**src/rtl/tcm_arb_pkg.sv**
```systemverilog
// Shared constants for the tightly-coupled-memory arbiter: response-phase
// encoding, grant vector bit positions and a counter-width helper.
package tcm_arb_pkg;

  localparam logic [1:0] IDLE   = 2'd0;
  localparam logic [1:0] RESP_I = 2'd1;
  localparam logic [1:0] RESP_D = 2'd2;

  localparam int GNT_I = 0;
  localparam int GNT_D = 1;

  function automatic int cnt_width(input int max_val);
    return (max_val > 2) ? $clog2(max_val) : 1;
  endfunction

endpackage

```
**src/rtl/tcm_arb_sel.sv**
```systemverilog
// Grant selection: one-hot {D, I} grant from both requests and a tie-break
// hint (prio_i=1 hands a simultaneous request to the I side).
module tcm_arb_sel
  import tcm_arb_pkg::*;
(
  input  logic       i_req,
  input  logic       d_req,
  input  logic       prio_i,
  output logic [1:0] grant
);

  always_comb begin
    grant = 2'b00;
    if (i_req && (!d_req || prio_i)) begin
      grant[GNT_I] = 1'b1;
    end else if (d_req) begin
      grant[GNT_D] = 1'b1;
    end
  end

endmodule

```
**src/rtl/tcm_arb.sv**
```systemverilog
// Single-port TCM arbiter between instruction fetch and data access, one
// access per cycle, one-cycle response. Build option: TCM_ARB_ROUND_ROBIN_EN.
module tcm_arb
  import tcm_arb_pkg::*;
#(
  parameter int ADDR_W     = 14,
  parameter int STARVE_MAX = 4
) (
  input  logic              clk_i,
  input  logic              rst_i,
  input  logic              mem_i_rd_i,
  input  logic [31:0]       mem_i_pc_i,
  output logic              mem_i_accept_o,
  output logic              mem_i_valid_o,
  output logic [31:0]       mem_i_inst_o,
  input  logic              mem_d_rd_i,
  input  logic [3:0]        mem_d_wr_i,
  input  logic [31:0]       mem_d_addr_i,
  input  logic [31:0]       mem_d_data_wr_i,
  input  logic [10:0]       mem_d_req_tag_i,
  output logic              mem_d_accept_o,
  output logic              mem_d_ack_o,
  output logic [31:0]       mem_d_data_rd_o,
  output logic [10:0]       mem_d_resp_tag_o,
  output logic [ADDR_W-1:0] ram_addr_o,
  output logic [31:0]       ram_data_o,
  output logic [3:0]        ram_wr_o,
  input  logic [31:0]       ram_data_i
);

  logic              i_req;
  logic              d_req;
  logic              prio_i;
  logic [1:0]        grant;
  logic              gnt_i;
  logic              gnt_d;
  logic [1:0]        resp_reg;
  logic [1:0]        resp_next;
  logic [10:0]       tag_reg;
  logic [ADDR_W-1:0] addr_reg;
  logic [ADDR_W-1:0] addr_next;
  logic              unused_bits;

  // Requests are masked during reset so nothing is accepted while rst_i is high.
  assign i_req = mem_i_rd_i & ~rst_i;
  assign d_req = (mem_d_rd_i | (|mem_d_wr_i)) & ~rst_i;

`ifdef TCM_ARB_ROUND_ROBIN_EN
  logic last_d_reg;

  assign prio_i = last_d_reg;

  always_ff @(posedge clk_i or posedge rst_i) begin
    if (rst_i) begin
      last_d_reg <= 1'b0;
    end else if (gnt_i || gnt_d) begin
      last_d_reg <= gnt_d;
    end
  end
`else
  localparam int CNT_W = cnt_width(STARVE_MAX);
  localparam logic [CNT_W-1:0] CNT_MAX = CNT_W'(STARVE_MAX - 1);

  logic [CNT_W-1:0] starve_reg;
  logic [CNT_W-1:0] starve_next;

  // Once I has lost STARVE_MAX-1 ties in a row, it takes the next one.
  assign prio_i = (starve_reg == CNT_MAX);

  always_comb begin
    starve_next = '0;
    if (i_req && !gnt_i) begin
      starve_next = (starve_reg == CNT_MAX) ? starve_reg : starve_reg + 1'b1;
    end
  end

  always_ff @(posedge clk_i or posedge rst_i) begin
    if (rst_i) begin
      starve_reg <= '0;
    end else begin
      starve_reg <= starve_next;
    end
  end
`endif

  tcm_arb_sel u_sel (
    .i_req  (i_req),
    .d_req  (d_req),
    .prio_i (prio_i),
    .grant  (grant)
  );

  assign gnt_i = grant[GNT_I];
  assign gnt_d = grant[GNT_D];

  assign mem_i_accept_o = gnt_i;
  assign mem_d_accept_o = gnt_d;

  always_comb begin
    addr_next = addr_reg;
    if (gnt_i) begin
      addr_next = mem_i_pc_i[ADDR_W+1:2];
    end else if (gnt_d) begin
      addr_next = mem_d_addr_i[ADDR_W+1:2];
    end
  end

  always_comb begin
    resp_next = IDLE;
    if (gnt_i) begin
      resp_next = RESP_I;
    end else if (gnt_d) begin
      resp_next = RESP_D;
    end
  end

  always_ff @(posedge clk_i or posedge rst_i) begin
    if (rst_i) begin
      resp_reg <= IDLE;
      tag_reg  <= '0;
      addr_reg <= '0;
    end else begin
      resp_reg <= resp_next;
      addr_reg <= addr_next;
      if (gnt_d) begin
        tag_reg <= mem_d_req_tag_i;
      end
    end
  end

  assign ram_addr_o = addr_next;
  assign ram_data_o = mem_d_data_wr_i;

  for (genvar gi = 0; gi < 4; gi++) begin : g_lane
    assign ram_wr_o[gi] = gnt_d & mem_d_wr_i[gi];
  end

  assign mem_i_valid_o    = (resp_reg == RESP_I);
  assign mem_d_ack_o      = (resp_reg == RESP_D);
  assign mem_i_inst_o     = ram_data_i;
  assign mem_d_data_rd_o  = ram_data_i;
  assign mem_d_resp_tag_o = tag_reg;

  assign unused_bits = &{1'b0, mem_i_pc_i[31:ADDR_W+2], mem_i_pc_i[1:0],
                         mem_d_addr_i[31:ADDR_W+2], mem_d_addr_i[1:0]};

endmodule

```
**config.mk**
```make
export PLATFORM = sky130hd
export DESIGN_NAME = tcm_arb
export DESIGN_NICKNAME = d
export VERILOG_FILES = /design/src/rtl/tcm_arb_pkg.sv /design/src/rtl/tcm_arb_sel.sv /design/src/rtl/tcm_arb.sv
export SDC_FILE = /design/constraint.sdc
export NUM_CORES = 1
export LEC_CHECK = 0
export ABC_AREA = 0
export BUFFER_PORTS_ARGS = -buffer_cell sky130_fd_sc_hd__buf_2
export CORE_AREA = 2 2 106 108
export DETAILED_ROUTE_END_ITERATION = 16
export DIE_AREA = 0 0 108 110
export GPL_TIMING_DRIVEN = 0
export PLACE_DENSITY = 0.53
export SLEW_MARGIN = 20
export SYNTH_ARGS = -nofsm -noshare
export SYNTH_HDL_FRONTEND = slang
export SYNTH_SLANG_ARGS = --single-unit
```
**constraint.sdc**
```tcl
create_clock -name clk_i -period 2.6 [get_ports clk_i]
set_input_delay 0.52 -clock clk_i [delete_from_list [all_inputs] [get_ports clk_i]]
set_output_delay 0.52 -clock clk_i [all_outputs]
set_load 0.01 [all_outputs]
```
==> results.yml, run 1 <==
routing:
  met2WireLength_mm: 3.56
  route.detailed.drc: 0
  dr.pass1.iters: 4
  initialDrtViolationCount: 46
  num_vias: 2025
  wl_mm: 6.65
  detail-route-antenna-nets: 0
  top_layer_used: "met4"
  wl_per_cell_um: 12.4
  met1_length_mm: 2.32
  vias_per_cell: 3.77
  wl_met3_um: 697
power_and_ir_drop:
  power_frac_seq_pct: 38.5
  power_density_nw_per_um2: 399
  swShare_pct: 29.1
  p_sw_uw: 384
  leakage_uw: 0.00186
  comb_power_share_pct: 34.5
  clkPwrFrac_pct: 26.9
  power.internal_uw: 937
  ir_drop_v: 0.000160
  power_uw: 1320
critical_path:
  rrSetupSlack_ps: 870
  worstRegToRegCells: 5
  cp_max_fo: 10
  r2r-start: "starve_reg[0]"
  required_ps: 2080
  critPathLaunchType: "primary input"
  critPathKind: "primary input to output pin"
  cp.buffers_inverters: 3
  crit_top_cell: "buf_2"
  r2r_end: "mem_d_resp_tag_o[4]"
  end_kind: "output pin"
  crit_path_max_incr_delay_ps: 440
  critPathArrivalTime_ps: 2040
  cpLargestDelayFamily: "compound AO/OA/AOI/OAI gates"
  critPathSlowestCell: "or3_4"
  cp_cell_sequence: "buf_2 > or3_4 > o31a_4 > buf_8 > o221a_1 > buf_2"
synth:
  synth_area_leaders: "buf_4, dfrtp_1, mux2_2, o221a_1, o211ai_1"
  netlist.area_leader.share_pct: 34.8
  synthMuxAreaShare_pct: 5.91
  yosysWarnings: 0
  async_reset_ff_share_pct: 100
  synthXorXnorAreaFrac_pct: 0
  yosysSeqAreaShare_pct: 34.6
  synth_top_family_by_area: "buffers and inverters"
  yosysTopAreaCell: "buf_4"
  synth_nets: 356
  syn_area_sq_um: 2090
  synth.distinct_cells: 24
  yosys.area_share.adder_pct: 0.597
  synth_ff_type: "dfrtp_1"
  syn_inst: 208
  syn_area_per_cell_sq_um: 10.1
  ys_ff_latch: 29
  synth_compound_area_share_pct: 14.8
  synth_simple_gate_area_share_pct: 4.18
  synth-edff-count: 0
final_layout:
  layout_commonest_cell: "buf_2"
  antennaDiodeCount: 0
  nets: 544
  area_growth_pct: 57.9
  final_cells: 537
  fin_area_sq_um: 3310
  layout_common_cells: "buf_2, buf_4, dfrtp_1, inv_1, o211ai_1"
  largest_register_ffs: 14
  layout-drive-gt1-share_pct: 78.3
placement:
  dp_cells: 523
  placed_cell_area_sq_um: 3150
  gp_congestion: 0.769
  post-dp-hpwl_mm: 5.52
  port_buffers: 175
global_routing:
  grt_max_degree: 31
  first_global_vias: 1788
  antenna_found_initial: 0
  grt_usage_pct: 9.97
  gr-total-overflow: 0
  grt_pass1_wl_mm: 8.95
cts:
  hold_buffers: 0
  cts_tree: "done"
  cts_root_buffer: "clkbuf_8"
  max-clock-path-buffers: 2
  clock_latency_ps: 270
  h-tree-depth: 2
  cts-buffers-inserted: 5
  clkSlewWorstSetupHoldPaths_ps: 60
  cts.sinks: 29
sta:
  hold_viol_final: 0
  rsz0062_at_grt: "false"
  clock.fmax_mhz: 391
  worst_slew_pin_slew_ps: 462
  slew_headroom_pct: 69.2
  final.setup.tns_ps: 0
  period_needed_ps: 2560
  fin_worst_skew_ps: 5.98
  min_period_over_period_pct: 98.3
  maxSlewViolCount: 0
  hold_ws_ps: 266
  setup_viol: 0
floorplan:
  design.core.area_sq_um: 10700
  io_pins: 276
  placementRows: 38
  die_h_um: 110
  start_util_pct: 19.6
  die_w_um: 108
  dieArea_sq_um: 11900
outcome:
  status: "finished clean"
min_path:
  hp-class: "primary input to asynchronous set/reset pin"
run:
  drv_cap: 0
-- worst max path at each step --
stage / slack [ps] / startpoint / endpoint / cells after the start
floorplan: 170 / rst_i / ram_addr_o[10] / 4
global placement: -570 / rst_i / ram_addr_o[6] / 6
detailed placement: -210 / rst_i / ram_addr_o[6] / 6
CTS: 10 / mem_d_wr_i[0] / ram_addr_o[10] / 7
global route: 10 / mem_d_wr_i[0] / ram_addr_o[8] / 6
finish: 40 / mem_d_wr_i[0] / ram_addr_o[5] / 6
-- power groups by stage --
| stage | clock network [uW] | logic (uW) | registers (uW) |
|---|---|---|---|
| 5_1_grt | 406 | 496 | 514 |
| 6_report | 356 | 456 | 509 |
| 3_3_place_gp | 0 | 450 | 516 |
| 2_1_floorplan | 0 | 262 | 526 |
| 4_1_cts | 383 | 459 | 510 |
| 3_5_place_dp | 0 | 455 | 518 |
-- cell families after synthesis --
| kind of cell | count (synthesis) |
|---|---|
| buf+inv | 121 |
| compound gates | 33 |
| flops | 29 |
| simple gates | 13 |
| mux | 11 |
| fa+ha+maj | 1 |
-- synth_stat cells, types with 2 or more instances --
master and n:
inv_1 16, mux2_2 11, o221a_2 4, nor2b_1 2, buf_2 2, o221a_1 10
o21a_1 2, clkbuf_1 4, o211ai_1 14, buf_6 2, and2_1 4, buf_4 97
dfrtp_1 29
-- final cells by class --
class                   instances  area, sq um
well taps                     140          175
fillers                      1117         7390
clock inverters                 2         10.0
flip-flops and latches         29          726
inverters                      16         62.6
multi-input cells              58          536
repair buffers                183          948
plain buffers                 103          778
clock buffers                   6         72.6
-- layer usage --
metal / global-route usage, % / vias to the layer above
met5: 0 / -
met4: 2.75 / 0
met3: 2.88 / 6
met2: 19.7 / 137
met1: 10.2 / 904
li1: - / 978
-- repair_timing --
item | in CTS | in global routing
hold endpoints to repair | 0 | 0
pin swaps | 2 | 3
setup buffers | 1 | 7
resized for setup | 6 | 6
endpoints found under the setup margin | 18 | 9
-- worst reg2reg max path, cell delays in order, from the launching register on --
cell,delay (ps)
dfrtp_1,380
ha_1,250
a21oi_1,200
o21a_1,230
buf_4,210
mux2_2,350
-- stage by stage --
step,util [%],worst slack [ps]
2_1_floorplan,-,170
3_3_place_gp,29.4,-568
3_5_place_dp,29.4,-210
4_1_cts,30.3,10.9
5_1_grt,30.9,12.1
6_report,30.9,43.6
(Power assumes the default switching activity.)
==> run 2: changes to the inputs <==
- ABC_AREA: 0 -> default
- REMOVE_ABC_BUFFERS: default -> 1
==> results.yml, run 2 (synthesized netlist as in run 1, its figures left out) <==
critical_path:
  end_kind: "output pin"
  required_ps: 2080
  critPathSlowestCell: "or3_4"
  cp_max_fo: 19
  cpLargestDelayFamily: "compound AO/OA/AOI/OAI gates"
  critPathLaunchType: "primary input"
  cp_num_cells: 5
  crit_end: "ram_addr_o[0]"
  r2r-start: "starve_reg[0]"
  r2r_end: "mem_d_resp_tag_o[2]"
  crit_path_max_incr_delay_ps: 510
  critPathArrivalTime_ps: 2010
  crit_start: "mem_d_rd_i"
  cp_cell_sequence: "buf_2 > or3_4 > o31a_4 > o221a_2 > buf_2"
  critPathKind: "primary input to output pin"
  worstRegToRegCells: 5
  cp.buffers_inverters: 2
  crit_top_cell: "buf_2"
  rrSetupSlack_ps: 700
placement:
  placed_cell_area_sq_um: 1900
  gp_congestion: 1.03
  post-dp-hpwl_mm: 12.5
  dp_cells: 323
  port_buffers: 79
  place_worst_setup_slack_ps: -357
cts:
  h-tree-depth: 2
  cts_tree: "done"
  max-clock-path-buffers: 2
  cts_root_buffer: "clkbuf_8"
  clock_latency_ps: 290
  cts-buffers-inserted: 5
  cts.sinks: 29
  clkSlewWorstSetupHoldPaths_ps: 80
sta:
  period_needed_ps: 2530
  timing.final.ws_setup_ps: 71.2
  maxSlewViolCount: 0
  hold_viol_final: 0
  slew_headroom_pct: 73.0
  min_period_over_period_pct: 97.3
  setup_viol: 0
  rsz0062_at_grt: "false"
  fin_worst_skew_ps: 4.13
  worst_slew_pin_slew_ps: 406
  clock.fmax_mhz: 395
final_layout:
  final_cells: 332
  largest_register_ffs: 14
  antennaDiodeCount: 0
  layout_common_cells: "buf_2, dfrtp_1, inv_1, o211ai_1, mux2_2"
  fin_area_sq_um: 2030
  n_fill_cell: 1196
  layout-drive-gt1-share_pct: 57.8
  nets: 339
  layout_commonest_cell: "buf_2"
  area_growth_pct: -3.29
routing:
  initialDrtViolationCount: 76
  dr.pass1.iters: 4
  route.detailed.drc: 0
  vias_per_cell: 4.47
  wl_mm: 14.0
  detail-route-antenna-nets: 0
  num_vias: 1484
  wl_per_cell_um: 42.2
global_routing:
  grt_max_degree: 31
  grt_usage_pct: 23.0
  gr-total-overflow: 0
  first_global_vias: 1445
  grt_pass1_wl_mm: 16.5
  antenna_found_initial: 1
power_and_ir_drop:
  power_uw: 1130
  clkPwrFrac_pct: 35.1
  power_density_nw_per_um2: 558
  power_frac_seq_pct: 45.0
  p_sw_uw: 339
  ir_drop_v: 0.000167
  power.internal_uw: 791
  leakage_uw: 0.000959
  swShare_pct: 30.0
  comb_power_share_pct: 19.8
floorplan:
  die_h_um: 110
  placementRows: 38
  design.core.area_sq_um: 10700
  start_util_pct: 19.6
  dieArea_sq_um: 11900
  io_pins: 276
  die_w_um: 108
min_path:
  hp-class: "primary input to asynchronous set/reset pin"
outcome:
  status: "finished clean"
run:
  drv_cap: 0
## run 2: worst min-delay path by stage
stage / startpoint / slack [ps] / cells after the start / end
floorplan: starve_reg[0] / 420 / 1 / starve_reg[0]
global placement: starve_reg[0] / 430 / 1 / starve_reg[0]
detailed placement: starve_reg[0] / 450 / 1 / starve_reg[0]
CTS: rst_i / 270 / 2 / addr_reg[3]
global route: rst_i / 290 / 2 / addr_reg[3]
finish: rst_i / 260 / 2 / addr_reg[3]
## run 2: worst reg2reg max path, delay by kind of cell (launching register included)
family / cells / cell delay, ps
compound gates: 2 / 560
flops: 1 / 390
fa+ha+maj: 1 / 280
mux: 1 / 380
buf+inv: 1 / 180
## run 2: routing by layer
metal / vias up / global-route usage (%) / wire length (um)
li1: 575 / - / -
met1: 659 / 13.1 / 2850
met2: 223 / 45.4 / 7730
met3: 23 / 20.9 / 2740
met4: 4 / 10.2 / 632
met5: - / 3.57 / 69
## run 2: layout make-up
type	count	area (sq um)	area share [%]
clock buffer	5	68.8	3.40
clock inverter	3	22.5	1.11
inverter	16	62.6	3.09
multi-input combinational	58	557	27.5
sequential	29	726	35.8
tap	140	175	8.65
timing repair buffer	81	414	20.4
## run 2: metrics by stage
stage	TNS, ps	util (%)	hold WS, ps
after floorplan	0	-	419
after global placement	-18130	17.7	429
after detailed placement	-4750	17.8	448
after CTS	0	18.9	269
after global routing	0	18.9	293
final	0	18.9	263
## run 2: repair_timing
item,CTS,global route
gates resized for setup,6,0
endpoints found under the setup margin,15,14
pin swaps,0,2
hold buffers,0,0
buffers inserted,0,1
## run 2: power by group through the flow
stage	logic, uW	registers [uW]	clock network, uW
finish	224	509	397
global route	247	514	437
CTS	226	509	415
detailed placement	221	518	0
global placement	215	517	0
floorplan	104	526	0
==> run 3: changes to the inputs <==
- CELL_PAD_IN_SITES_DETAIL_PLACEMENT: default -> 1
- CELL_PAD_IN_SITES_GLOBAL_PLACEMENT: default -> 2
- CORE_AREA: 2 2 106 108 -> default
- CORE_ASPECT_RATIO: default -> 1.75
- CORE_MARGIN: default -> 2
- CORE_UTILIZATION: default -> 15
- DIE_AREA: 0 0 108 110 -> default
- PLACE_DENSITY: 0.53 -> 0.82
==> results.yml, run 3 (synthesized netlist as in run 1, its figures left out) <==
sta:
  worst_slew_pin_slew_ps: 398
  final.setup.tns_ps: 0
  hold_viol_final: 0
  fin_worst_skew_ps: 5.68
  rsz0062_at_grt: "false"
  clock.fmax_mhz: 390
  hold_ws_ps: 276
  period_needed_ps: 2570
  setup_viol: 0
  slew_headroom_pct: 73.5
  min_period_over_period_pct: 98.7
  timing.final.ws_setup_ps: 33.9
  maxSlewViolCount: 0
global_routing:
  grt_usage_pct: 20.5
  gr-total-overflow: 0
  antenna_found_initial: 0
  first_global_vias: 1542
  grt_max_degree: 31
  grt_pass1_wl_mm: 18.5
final_layout:
  largest_register_ffs: 14
  layout_common_cells: "buf_2, dfrtp_1, inv_1, o211ai_1, mux2_2"
  antennaDiodeCount: 0
  layout-drive-gt1-share_pct: 57.6
  layout_commonest_cell: "buf_2"
  nets: 338
  area_growth_pct: 2.03
  n_fill_cell: 1604
cts:
  max-clock-path-buffers: 2
  h-tree-depth: 2
  post_cts_buffers: 0
  cts_tree: "done"
  cts_root_buffer: "clkbuf_16"
  cts-buffers-inserted: 5
  cts.sinks: 29
  clkSlewWorstSetupHoldPaths_ps: 50
  clock_latency_ps: 280
routing:
  initialDrtViolationCount: 56
  wl_per_cell_um: 42.8
  num_vias: 1507
  detail-route-antenna-nets: 0
  vias_per_cell: 4.10
  route.detailed.drc: 0
  dr.pass1.iters: 5
  wl_mm: 15.7
critical_path:
  critPathSlowestCell: "or3_4"
  end_kind: "output pin"
  critPathKind: "primary input to output pin"
  rrSetupSlack_ps: 670
  r2r_end: "mem_d_resp_tag_o[6]"
  worstRegToRegCells: 5
  critPathLaunchType: "primary input"
  required_ps: 2080
  critPathArrivalTime_ps: 2050
  crit_path_max_incr_delay_ps: 500
  crit_top_cell: "buf_2"
  r2r-start: "starve_reg[0]"
  cp_max_fo: 19
  cp_cell_sequence: "buf_2 > or3_4 > o31a_4 > o221a_2 > buf_2"
floorplan:
  die_w_um: 93.3
  dieArea_sq_um: 15000
  design.core.area_sq_um: 13800
  start_util_pct: 15.2
  io_pins: 276
  placementRows: 57
  die_h_um: 160
power_and_ir_drop:
  comb_power_share_pct: 16.7
  ir_drop_v: 0.000211
  power.internal_uw: 1010
  swShare_pct: 25.4
  power_frac_seq_pct: 37.8
  leakage_uw: 0.00100
  p_sw_uw: 343
  clkPwrFrac_pct: 45.5
  power_density_nw_per_um2: 633
placement:
  gp_congestion: 1.01
  place_worst_setup_slack_ps: -287
  port_buffers: 79
  post-dp-hpwl_mm: 14.5
min_path:
  hp-class: "primary input to asynchronous set/reset pin"
outcome:
  status: "finished clean"
run:
  drv_cap: 0
[run 3: worst max-delay path by stage]
stage | depth (start not counted) | start | to
final | 5 | mem_d_rd_i | ram_addr_o[2]
after global routing | 5 | mem_d_rd_i | ram_addr_o[2]
after CTS | 5 | mem_d_wr_i[2] | ram_addr_o[2]
after detailed placement | 5 | rst_i | ram_addr_o[10]
after global placement | 5 | rst_i | ram_addr_o[9]
after floorplan | 3 | rst_i | ram_addr_o[10]
[run 3: per-stage QoR]
stage               cells  power (uW)  util [%]  cell area, sq um
floorplan             103         630         -              1320
detailed placement    360         743      14.2              1950
CTS                   368        1380      15.5              2130
finish                368        1350      15.5              2140
global route          368        1420      15.5              2140
global placement      359         731      14.1              1940
[run 3: area by class of cell]
cell class,instances,area [sq um],share of cell area [%]
inverters,16,62.6,2.93
clock inverters,1,5.00,0.234
well taps,177,221,10.4
multi-input cells,58,563,26.3
repair buffers,80,407,19.0
flip-flops and latches,29,726,34.0
clock buffers,7,153,7.14
[run 3: power groups by stage]
stage               Sequential (uW)  Clock (uW)  Combinational (uW)
floorplan                       526           0                 104
global placement                516           0                 215
detailed placement              519           0                 224
CTS                             511         637                 228
global route                    516         659                 246
finish                          511         615                 226
[run 3: layer usage]
layer	up-vias	track usage [%]	wire length [um]
met5	-	0	0
met4	0	23.1	2600
met3	51	15.9	2750
met2	237	39.6	8350
met1	652	7.07	2030
li1	567	-	-
[run 3: repair_timing]
action / in CTS / in global routing
endpoints found under the hold margin: 0 / 0
hold buffers: 0 / 0
gates resized for setup: 5 / 2
setup endpoints to repair: 15 / 15
[run 3: critical path: cells and delay by family]
kind                   cells  cell delay, ps
AOI/OAI and AO/OA          2             770
buffers and inverters      2             240
and+or+nand+nor            1             500
